$ cat config.mk
export PLATFORM = sky130hd
export DESIGN_NAME = shift_pipe_reg_flat
export DESIGN_NICKNAME = d
export VERILOG_FILES = /design/src/rtl/pipe_pkg.sv /design/src/rtl/shift_pipe_reg_if.sv /design/src/rtl/pipe_stage.sv /design/src/rtl/shift_pipe_reg.sv /design/src/flat_wrapper.sv
export SDC_FILE = /design/constraint.sdc
export NUM_CORES = 1
export LEC_CHECK = 0
export BUFFER_PORTS_ARGS = -buffer_cell sky130_fd_sc_hd__clkbuf_2
export CAP_MARGIN = 15
export CORE_MARGIN = 3
export CORE_UTILIZATION = 48
export DETAILED_ROUTE_END_ITERATION = 16
export MAX_ROUTING_LAYER = met4
export PLACE_DENSITY = 0.88
export SLEW_MARGIN = 0
export SYNTH_ARGS = -nofsm -noshare
export SYNTH_HDL_FRONTEND = slang
export SYNTH_SLANG_ARGS = --single-unit
$ cat constraint.sdc
create_clock -name clk -period 2.1 [get_ports clk]
set_input_delay 0.315 -clock clk [delete_from_list [all_inputs] [get_ports clk]]
set_output_delay 0.315 -clock clk [all_outputs]
set_load 0.05 [all_outputs]
$ cat src/rtl/pipe_pkg.sv
// Shared definitions for the shift pipeline: mode encoding and width helpers
// used to size the tap select and fill counter ports.
package pipe_pkg;

    typedef enum logic [1:0] {
        MODE_HOLD   = 2'b00,
        MODE_SHIFT  = 2'b01,
        MODE_ROTATE = 2'b10,
        MODE_LOAD   = 2'b11
    } pipe_mode_e;

    function automatic int clog2(input int n);
        int r;
        r = 0;
        for (int i = 0; i < 31; i++) begin
            if ((1 << i) < n) begin
                r = i + 1;
            end
        end
        return r;
    endfunction

    // A single-stage pipe still needs a one-bit tap select port.
    function automatic int tap_width(input int depth);
        return (clog2(depth) < 1) ? 1 : clog2(depth);
    endfunction

endpackage

$ cat src/rtl/shift_pipe_reg_if.sv
// Control, data and observation signals of the shift pipeline bundled as one
// interface; the master drives the controls, the slave is the pipeline.
interface shift_pipe_reg_if
    import pipe_pkg::*;
#(
    parameter int WIDTH = 8,
    parameter int DEPTH = 4
);
    localparam int TAP_W = tap_width(DEPTH);
    localparam int CNT_W = clog2(DEPTH + 1);

    logic                   en;
    pipe_mode_e             mode;
    logic                   flush;
    logic [WIDTH-1:0]       d;
    logic                   d_valid;
    logic [WIDTH*DEPTH-1:0] load_data;
    logic [TAP_W-1:0]       tap_sel;
    logic [WIDTH-1:0]       q;
    logic                   q_valid;
    logic [WIDTH-1:0]       tap_q;
    logic                   tap_valid;
    logic [WIDTH*DEPTH-1:0] stage_bus;
    logic [CNT_W-1:0]       fill_cnt;

    modport master (
        output en, mode, flush, d, d_valid, load_data, tap_sel,
        input  q, q_valid, tap_q, tap_valid, stage_bus, fill_cnt
    );

    modport slave (
        input  en, mode, flush, d, d_valid, load_data, tap_sel,
        output q, q_valid, tap_q, tap_valid, stage_bus, fill_cnt
    );

endinterface

$ cat src/rtl/pipe_stage.sv
// One pipeline stage: a W-bit register with synchronous active-low reset,
// load enable and externally computed next value.
module pipe_stage #(
    parameter int          W       = 9,
    parameter logic [W-1:0] RST_VAL = '0
) (
    input  logic         clk,
    input  logic         rst_n,
    input  logic         en,
    input  logic [W-1:0] d_next,
    output logic [W-1:0] q
);

    logic [W-1:0] q_reg;

    always_ff @(posedge clk) begin
        if (!rst_n) begin
            q_reg <= RST_VAL;
        end else if (en) begin
            q_reg <= d_next;
        end
    end

    assign q = q_reg;

endmodule

$ cat src/rtl/shift_pipe_reg.sv
// DEPTH x WIDTH register pipeline with per-stage valid, supporting hold,
// shift, rotate, parallel load and flush, plus a fill counter and tap mux.
module shift_pipe_reg
    import pipe_pkg::*;
#(
    parameter int               WIDTH     = 8,
    parameter int               DEPTH     = 4,
    parameter logic [WIDTH-1:0] RESET_VAL = '0
) (
    input logic            clk,
    input logic            rst_n,
    shift_pipe_reg_if.slave bus
);

    localparam int TAP_W = tap_width(DEPTH);
    localparam int CNT_W = clog2(DEPTH + 1);

    // Each stage word is {data, valid}; valid sits in bit 0.
    logic [WIDTH:0]   stage_q [DEPTH];
    logic             stage_en;
    logic [CNT_W-1:0] fill_cnt_reg;
    logic [CNT_W-1:0] fill_cnt_next;

    // Flush only touches valid bits, so it must still open the stage enables.
    assign stage_en = bus.flush | (bus.en & (bus.mode != MODE_HOLD));

    genvar gi;
    generate
        for (gi = 0; gi < DEPTH; gi++) begin : g_stage
            localparam int PREV = (gi == 0) ? DEPTH - 1 : gi - 1;

            logic [WIDTH:0] shift_src;
            logic [WIDTH:0] stage_next;

            if (gi == 0) begin : g_head
                assign shift_src = {bus.d, bus.d_valid};
            end else begin : g_body
                assign shift_src = stage_q[PREV];
            end

            always_comb begin
                stage_next = stage_q[gi];
                if (bus.flush) begin
                    stage_next[0] = 1'b0;
                end else begin
                    case (bus.mode)
                        MODE_SHIFT:  stage_next = shift_src;
                        MODE_ROTATE: stage_next = stage_q[PREV];
                        MODE_LOAD:   stage_next = {bus.load_data[gi*WIDTH +: WIDTH], 1'b1};
                        default:     stage_next = stage_q[gi];
                    endcase
                end
            end

            pipe_stage #(
                .W       (WIDTH + 1),
                .RST_VAL ({RESET_VAL, 1'b0})
            ) u_stage (
                .clk    (clk),
                .rst_n  (rst_n),
                .en     (stage_en),
                .d_next (stage_next),
                .q      (stage_q[gi])
            );

            assign bus.stage_bus[gi*WIDTH +: WIDTH] = stage_q[gi][WIDTH:1];
        end
    endgenerate

    // Fill count tracks valid bits incrementally instead of a popcount tree.
    always_comb begin
        fill_cnt_next = fill_cnt_reg;
        if (bus.flush) begin
            fill_cnt_next = '0;
        end else if (bus.en) begin
            case (bus.mode)
                MODE_SHIFT: fill_cnt_next = fill_cnt_reg + CNT_W'(bus.d_valid)
                                          - CNT_W'(stage_q[DEPTH-1][0]);
                MODE_LOAD:  fill_cnt_next = CNT_W'(DEPTH);
                default:    fill_cnt_next = fill_cnt_reg;
            endcase
        end
    end

    always_ff @(posedge clk) begin
        if (!rst_n) begin
            fill_cnt_reg <= '0;
        end else begin
            fill_cnt_reg <= fill_cnt_next;
        end
    end

    // Out-of-range selects (non-power-of-two DEPTH) fall through to zero.
    always_comb begin
        bus.tap_q     = '0;
        bus.tap_valid = 1'b0;
        for (int i = 0; i < DEPTH; i++) begin
            if (bus.tap_sel == TAP_W'(i)) begin
                bus.tap_q     = stage_q[i][WIDTH:1];
                bus.tap_valid = stage_q[i][0];
            end
        end
    end

    assign bus.q        = stage_q[DEPTH-1][WIDTH:1];
    assign bus.q_valid  = stage_q[DEPTH-1][0];
    assign bus.fill_cnt = fill_cnt_reg;

endmodule

$ cat src/flat_wrapper.sv
// flat-port wrapper written by rule: the top's interface ports become plain ports
module shift_pipe_reg_flat import pipe_pkg::*;
#(
    parameter int               WIDTH     = 8,
    parameter int               DEPTH     = 4,
    parameter logic [WIDTH-1:0] RESET_VAL = '0
)
  (clk, rst_n, bus_en, bus_mode, bus_flush, bus_d, bus_d_valid, bus_load_data, bus_tap_sel, bus_q, bus_q_valid, bus_tap_q, bus_tap_valid, bus_stage_bus, bus_fill_cnt);
  shift_pipe_reg_if #(.WIDTH(WIDTH), .DEPTH(DEPTH)) bus_i ();
  input logic clk;
  input logic rst_n;
  input wire logic [$bits(bus_i.en)-1:0] bus_en;
  input wire logic [$bits(bus_i.mode)-1:0] bus_mode;
  input wire logic [$bits(bus_i.flush)-1:0] bus_flush;
  input wire logic [$bits(bus_i.d)-1:0] bus_d;
  input wire logic [$bits(bus_i.d_valid)-1:0] bus_d_valid;
  input wire logic [$bits(bus_i.load_data)-1:0] bus_load_data;
  input wire logic [$bits(bus_i.tap_sel)-1:0] bus_tap_sel;
  output wire logic [$bits(bus_i.q)-1:0] bus_q;
  output wire logic [$bits(bus_i.q_valid)-1:0] bus_q_valid;
  output wire logic [$bits(bus_i.tap_q)-1:0] bus_tap_q;
  output wire logic [$bits(bus_i.tap_valid)-1:0] bus_tap_valid;
  output wire logic [$bits(bus_i.stage_bus)-1:0] bus_stage_bus;
  output wire logic [$bits(bus_i.fill_cnt)-1:0] bus_fill_cnt;
  assign bus_i.en = bus_en;
  assign bus_i.mode = bus_mode;
  assign bus_i.flush = bus_flush;
  assign bus_i.d = bus_d;
  assign bus_i.d_valid = bus_d_valid;
  assign bus_i.load_data = bus_load_data;
  assign bus_i.tap_sel = bus_tap_sel;
  assign bus_q = bus_i.q;
  assign bus_q_valid = bus_i.q_valid;
  assign bus_tap_q = bus_i.tap_q;
  assign bus_tap_valid = bus_i.tap_valid;
  assign bus_stage_bus = bus_i.stage_bus;
  assign bus_fill_cnt = bus_i.fill_cnt;
  shift_pipe_reg #(.WIDTH(WIDTH), .DEPTH(DEPTH), .RESET_VAL(RESET_VAL)) u_core (.clk(clk), .rst_n(rst_n), .bus(bus_i));
endmodule
# Word-level counts from Yosys, hierarchy flattened
# Cells that the tools add are included.
# totals
mem_count,0
rom_bits,0
wordCells,52
mem_bits_rw,0
input_bits,49
latch_bits,0
output_inout_bits,53
regBits,39
# classes
n_eq_ne,6
div_mod_pow,0
order_cmp,0
n_mul,0
n_shift,0
bitwise,4
add_sub_neg,2
reduce_logical,14
mux,17
# op_table
op,count
$pmux W9 S2,3
$mux W8,4
$pmux W9 S3,1
$eq A2 B2 Y1 const B,4
$mux W1,8
$pmux W3 S2,1
$reduce_and A2 Y1,3
$reduce_and A3 Y1,2
$reduce_bool A2 Y1,3
$reduce_bool A3 Y1,2
$eq A2 B1 Y1 const B,2
$reduce_bool A4 Y1,1
$reduce_or A2 Y1,2
$add A3 B1 Y3,1
$sub A3 B1 Y3,1
$logic_not A2 Y1,1
$not A1 Y1,2
$and A1 B1 Y1,1
$or A1 B1 Y1,1

# Depth between registers and ports, before layout
# Gate-level depths: netlist of the first run.
# depth
word_depth,5
mapped_depth,9

# Cells and area by module
# From an unflattened synthesis of the first run, not the netlist that was laid out.
# unflattened
cells_unflattened,291
area_unflattened_um2,2738.9
# modules_own_cells
mod,instances,cells_per_inst,area_each_um2
shift_pipe_reg,1,179,1387.6
pipe_stage,4,28,337.8

# Worst setup path before layout of the first run
# OpenSTA, ideal clock, no wires.
# synth_timing
path_kind,reg-to-reg
start,"register u_core.fill_cnt_reg[0], in the netlist u_core.bus.fill_cnt[0]"
end,"register u_core.fill_cnt_reg[1], in the netlist u_core.bus.fill_cnt[1]"
required_time_ps,2034
setup_slack_ps,2
setup_time_ps,66
period_less_slack_ps,2098
stages_incl_launch_ff,10
arrival_time_ps,2032
path_cell_list,dfxtp_1 > inv_1 > ha_1 > inv_1 > ha_1 > inv_1 > fa_1 > nor4bb_1 > a21oi_1 > nor2_1
# synth_between
elab_chain_cells,3
# synth_lines
element,line,rtl
start: declaration,shift_pipe_reg.sv:21,logic [CNT_W-1:0] fill_cnt_reg;
start signal: assignment,shift_pipe_reg.sv:89,fill_cnt_reg <= fill_cnt_next;
$add A3 B1 Y3,shift_pipe_reg.sv:77,MODE_SHIFT: fill_cnt_next = fill_cnt_reg + CNT_W'(bus.d_valid)
$sub A3 B1 Y3,shift_pipe_reg.sv:78,- CNT_W'(stage_q[DEPTH-1][0]);
$pmux W3 S2,shift_pipe_reg.sv:76,case (bus.mode)
# Every way passes these cells.
# A chain may end at the register's enable or synchronous reset.

# Worst setup path after layout of the first run
# Same ends and word-level chain as after synthesis.

==> results of run 1 <==
## per-stage QoR
| stage | instance area [um2] | total power [mW] | setup WS [ps] |
|---|---|---|---|
| 6_report | 2860 | 1.95 | 196 |
| 5_1_grt | 2860 | 2.04 | 77.9 |
| 4_1_cts | 2860 | 1.97 | 209 |
| 3_5_place_dp | 2760 | 1.42 | 221 |
| 3_3_place_gp | 2760 | 1.41 | 285 |
| 2_1_floorplan | 2440 | 1.31 | 2.30 |
## power groups by stage
stage	logic [mW]	registers [mW]	clock network, mW
3_5_place_dp	0.574	0.844	0
4_1_cts	0.576	0.827	0.565
2_1_floorplan	0.445	0.869	0
6_report	0.572	0.827	0.554
5_1_grt	0.608	0.835	0.601
3_3_place_gp	0.565	0.841	0
## routing by layer
layer,track usage (%),up-vias
met5,-,-
met4,5.16,0
met3,3.99,6
met2,34.4,95
met1,25.2,984
li1,-,1004
## worst max-delay path by stage
| stage | slack (ps) | endpoint | depth (start not counted) | start |
|---|---|---|---|---|
| floorplan | 2 | u_core.bus.fill_cnt[1] | 9 | u_core.bus.fill_cnt[0] |
| global placement | 290 | bus_tap_valid | 3 | bus_tap_sel[0] |
| detailed placement | 220 | u_core.bus.fill_cnt[1] | 9 | u_core.bus.fill_cnt[0] |
| CTS | 210 | u_core.bus.fill_cnt[1] | 9 | u_core.bus.fill_cnt[0] |
| global route | 80 | u_core.bus.fill_cnt[1] | 9 | u_core.bus.fill_cnt[0] |
| finish | 200 | u_core.bus.fill_cnt[1] | 9 | u_core.bus.fill_cnt[0] |
## Yosys cell counts
cell	count	area share (%)
nand4b_1	3	1.1
dfxtp_1	39	32
buf_1	1	0.15
a31oi_1	9	2.3
a211oi_1	1	0.31
o2111a_1	1	0.46
nor3_1	1	0.20
a22oi_1	8	2.5
a21oi_1	6	1.2
inv_1	6	0.92
buf_2	7	1.4
or2_2	2	0.51
nand4bb_1	1	0.46
nor2_2	1	0.26
nand2b_1	2	0.51
o211a_1	24	9.8
fa_1	1	0.82
buf_6	1	0.46
o21a_1	1	0.31
or3_1	1	0.26
nand2_1	33	5.1
xnor2_1	1	0.36
mux4_2	9	8.3
mux2i_1	24	9.8
nor3b_2	1	0.51
nor2_1	5	0.77
ha_1	6	3.1
nor2b_1	3	0.77
nor4bb_1	1	0.41
buf_4	38	12
clkbuf_1	4	0.62
o21ai_0	11	2.3
o211ai_1	1	0.31
## cell type report
type / count / area (um2)
Multi-Input combinational cell: 157 / 1290
Tap cell: 67 / 83.8
Clock buffer: 8 / 100
Fill cell: 436 / 1960
Inverter: 6 / 22.5
Timing Repair Buffer: 107 / 576
Sequential cell: 39 / 781
## critical path: stages, from the launching register on
cell      delay (ps)
dfxtp_1          350
inv_1             50
ha_1             270
inv_1             40
ha_1             160
inv_1             70
fa_1             420
nor4bb_1         320
a21oi_1           70
nor2_1            90
## kinds of logic after synthesis
family,after synthesis,share of synthesized area [%]
buffers and inverters,57,15.3
muxes,33,18.2
AOI/OAI and AO/OA,62,19.5
xor gates and xnor gates,1,0.359
DFF,39,32.0
and+or+nand+nor,54,10.8
adders and majority gates,7,3.90
==> flow_summary.ini, run 1 <==
[synth]
syn_inst = 253
syn_nets = 309
synth_seq_cells = 39
synth.yosys.seq_area_share_pct = 32.0
yosys_warnings = 0
synth_cell_types = 33
synth_area_per_cell_um2 = 9.64
syn-cell-area_um2 = 2440

[worst_hold_path]
min_to = u_core.g_stage[0].u_stage.q[6]
hold_start = bus_d[5]
worstHoldPathCells = 3
hold_path_class = in2reg

[cells_and_area]
fin_nets = 372
finalNonFillerCells = 384
area.growth.synth_to_final_pct = 17.1
largest_reg_flops = 36
final_common_cell = clkbuf_2
drive_gt1_share_pct = 40.4
postLayoutCoreUtil_pct = 59.3
antenna_cells = 0
mostFrequentLayoutCells = clkbuf_2, dfxtp_1, nand2_1, mux2i_1, o211a_1

[cts]
postCtsSetupBuffers = 0
cts.sinks = 39
cts_buffers = 5
htree_levels = 2
cts_tree = yes
clk_pin_slew_ps = 70
ctsRootBufferMaster = clkbuf_8
clock_latency_ps = 280
clk_path_buf_depth = 2
cts-hold-fix-buffers = 0
cts_resized = 0

[worst_setup_path]
crit_type = reg2reg
r2r_start = u_core.bus.fill_cnt[0]
cp.required_ps = 2330
worstSetupEndpointType = register
critPathArrivalTime_ps = 2130
critPathMaxFanout = 3
start_kind = register
ff2ff_setup_slack_ps = 200
rr_worst_depth = 9
r2r_end = u_core.bus.fill_cnt[1]

[sta]
post-route-period-util_pct = 90.7
fin_crit_ps = 1900
finalSetupViolCount = 0
rsz0062_at_grt = false
whs_ps = 266
worstMarginPinSlew_ps = 533
max_freq_ghz = 0.525
relSlewSlack_pct = 64.4
slew_viol_final = 0
hold_viol = 0
tns_ps = 0
fin_skew_ps = 2.45

[power_and_ir_drop]
pwr-share-clk_pct = 28.4
power_switching_mw = 0.684
pwr-share-seq_pct = 42.4
switching_share_pct = 35.0
ir_drop_mv = 0.471
powerDensity_nw_per_um2 = 683
p_comb_share_pct = 29.3
p_leak_nw = 1.53
p_int_mw = 1.27

[drt]
via_count = 2089
first_pass_iters = 4
drt_iter0_markers = 104
ant_nets = 0
route.met3.wl_um = 403
wl_met2_mm = 2.89
highest_layer = met4
route.detailed.drc = 0
wirelength_mm = 5.83
wl_met1_mm = 2.49
wl_per_cell_um = 15.2
viasPerCell = 5.44

[grt]
grt_max_degree = 42
grt_use_total_pct = 20.4
grt_pass1_wl_mm = 9.65
grt_pass1_vias = 1998
grt_antenna_before_repair = 0
overflow = 0

[place]
gp_congestion = 0.824
io_buffers = 101
post-dp-hpwl_mm = 4.29
dp_cells = 376

[floorplan]
die_h_um = 77.3
core_um2 = 4820
num_io_pins = 102
row_count = 25
initial_utilization_pct = 50.6
dieWidth_um = 77.3
die_area_um2 = 5970

[run]
cap_violations = 0

[outcome]
status = complete, no violations
(Power assumes the default switching activity.)
==> run 2: changes to the inputs <==
--- a/config.mk
+++ b/config.mk
@@ -5,13 +5,13 @@
 export SDC_FILE = /design/constraint.sdc
 export NUM_CORES = 1
 export LEC_CHECK = 0
-export BUFFER_PORTS_ARGS = -buffer_cell sky130_fd_sc_hd__clkbuf_2
 export CAP_MARGIN = 15
 export CORE_MARGIN = 3
-export CORE_UTILIZATION = 48
+export CORE_UTILIZATION = 50
 export DETAILED_ROUTE_END_ITERATION = 16
+export DONT_BUFFER_PORTS = 1
 export MAX_ROUTING_LAYER = met4
-export PLACE_DENSITY = 0.88
+export PLACE_DENSITY = 0.73
 export SLEW_MARGIN = 0
 export SYNTH_ARGS = -nofsm -noshare
 export SYNTH_HDL_FRONTEND = slang
==> flow_summary.ini, run 2 (synthesis results as in run 1) <==
[cts]
cts_tree = yes
htree_levels = 2
cts-hold-fix-buffers = 0
cts.sinks = 39
clk_pin_slew_ps = 70
cts_resized = 0
postCtsSetupBuffers = 0
cts_buffers = 5
clock_latency_ps = 280
clk_path_buf_depth = 2
ctsRootBufferMaster = clkbuf_8

[grt]
overflow = 0
grt_max_degree = 36
grt_antenna_before_repair = 0
grt_pass1_vias = 1690
grt_use_total_pct = 19.9
grt_pass1_wl_mm = 8.34

[cells_and_area]
area.growth.synth_to_final_pct = 5.80
largest_reg_flops = 36
multi_input_area_um2 = 1290
fin_nets = 306
postLayoutCoreUtil_pct = 56.9
final-seq-area_um2 = 781
final_common_cell = buf_4
drive_gt1_share_pct = 24.3
fill_cells = 404
finalNonFillerCells = 316
mostFrequentLayoutCells = buf_4, dfxtp_1, nand2_1, mux2i_1, o211a_1
antenna_cells = 0

[worst_setup_path]
r2r_start = u_core.bus.fill_cnt[0]
cp-startpoint = u_core.g_stage[3].u_stage.q[0]
critPathMaxFanout = 4
cp.required_ps = 1780
r2r_end = u_core.bus.fill_cnt[2]
ff2ff_setup_slack_ps = 340
worstSetupEndpointType = primary output
rr_worst_depth = 9
start_kind = register
crit_end = bus_tap_valid
crit_type = reg2out
critPathArrivalTime_ps = 1440

[sta]
rsz0062_at_grt = false
max_freq_ghz = 0.569
fin_skew_ps = 1.20
slew_viol_final = 0
post-route-period-util_pct = 83.7
worstMarginPinSlew_ps = 487
relSlewSlack_pct = 67.5
fin_crit_ps = 1760
hold_viol = 0
tns_ps = 0
finalSetupViolCount = 0

[outcome]
status = complete, no violations

[floorplan]
dieWidth_um = 75.9
die_area_um2 = 5750
row_count = 24
initial_utilization_pct = 53.8
num_io_pins = 102
core_um2 = 4530
die_h_um = 75.9

[power_and_ir_drop]
ir_drop_mv = 0.399
p_leak_nw = 1.26
p_total_mw = 1.82
powerDensity_nw_per_um2 = 703

[drt]
ant_nets = 0
first_pass_iters = 4
wl_per_cell_um = 17.8
route.detailed.drc = 0
wirelength_mm = 5.62
via_count = 1828
drt_iter0_markers = 61
viasPerCell = 5.78

[place]
dp_cells = 308
gp_congestion = 0.808
post-dp-hpwl_mm = 4.05
io_buffers = 0

[run]
cap_violations = 0

[worst_hold_path]
hold_path_class = in2reg
-- run 2: cell count changes in the layout (fill, tap and decap cells not counted), sizes merged --
cell / before / now
clkinv: 0 / 1
clkbuf: 109 / 7
buf: 6 / 41
-- run 2: cell type report --
cell class | count | area share [%]
multi-input cells | 157 | 50.2
inverters | 6 | 0.873
clock buffers | 7 | 2.96
flip-flops and latches | 39 | 30.2
repair buffers | 41 | 12.4
clock inverters | 1 | 0.194
well taps | 65 | 3.15
-- run 2: routing by layer --
metal	vias up	global-route usage (%)	part of all wire [%]
li1	874	-	-
met1	867	24.7	43
met2	79	30.7	47
met3	8	5.67	8.4
met4	0	7.38	0.94
met5	-	-	0
-- run 2: through the flow --
step | area (um2) | worst slack [ps] | hold WS, ps
6_report | 2580 | 342 | 159
5_1_grt | 2580 | 163 | 141
4_1_cts | 2580 | 321 | 142
3_5_place_dp | 2500 | 341 | 441
3_3_place_gp | 2500 | 394 | 440
2_1_floorplan | 2440 | 2.30 | 469
-- run 2: how the worst min path moves through the flow --
stage | start | endpoint | slack (ps) | depth (start not counted)
after floorplan | u_core.g_stage[1].u_stage.q[0] | u_core.g_stage[1].u_stage.q[0] | 470 | 2
after global placement | rst_n | u_core.g_stage[2].u_stage.q[0] | 440 | 1
after detailed placement | rst_n | u_core.g_stage[2].u_stage.q[0] | 440 | 1
after CTS | rst_n | u_core.g_stage[2].u_stage.q[0] | 140 | 1
after global routing | rst_n | u_core.g_stage[1].u_stage.q[2] | 140 | 1
final | rst_n | u_core.g_stage[2].u_stage.q[3] | 160 | 1
-- run 2: power by group --
part / total (mW) / internal [mW] / leakage (nW) / switching, mW
clock: 0.481 / 0.233 / 0.0422 / 0.248
sequential: 0.803 / 0.782 / 0.320 / 0.0210
combinational: 0.532 / 0.165 / 0.898 / 0.367
total: 1.82 / 1.18 / 1.26 / 0.636
-- run 2: worst max-delay path, stage by stage (launching register included) --
cell and delay [ps]:
dfxtp_1 310, buf_4 190, mux4_2 650
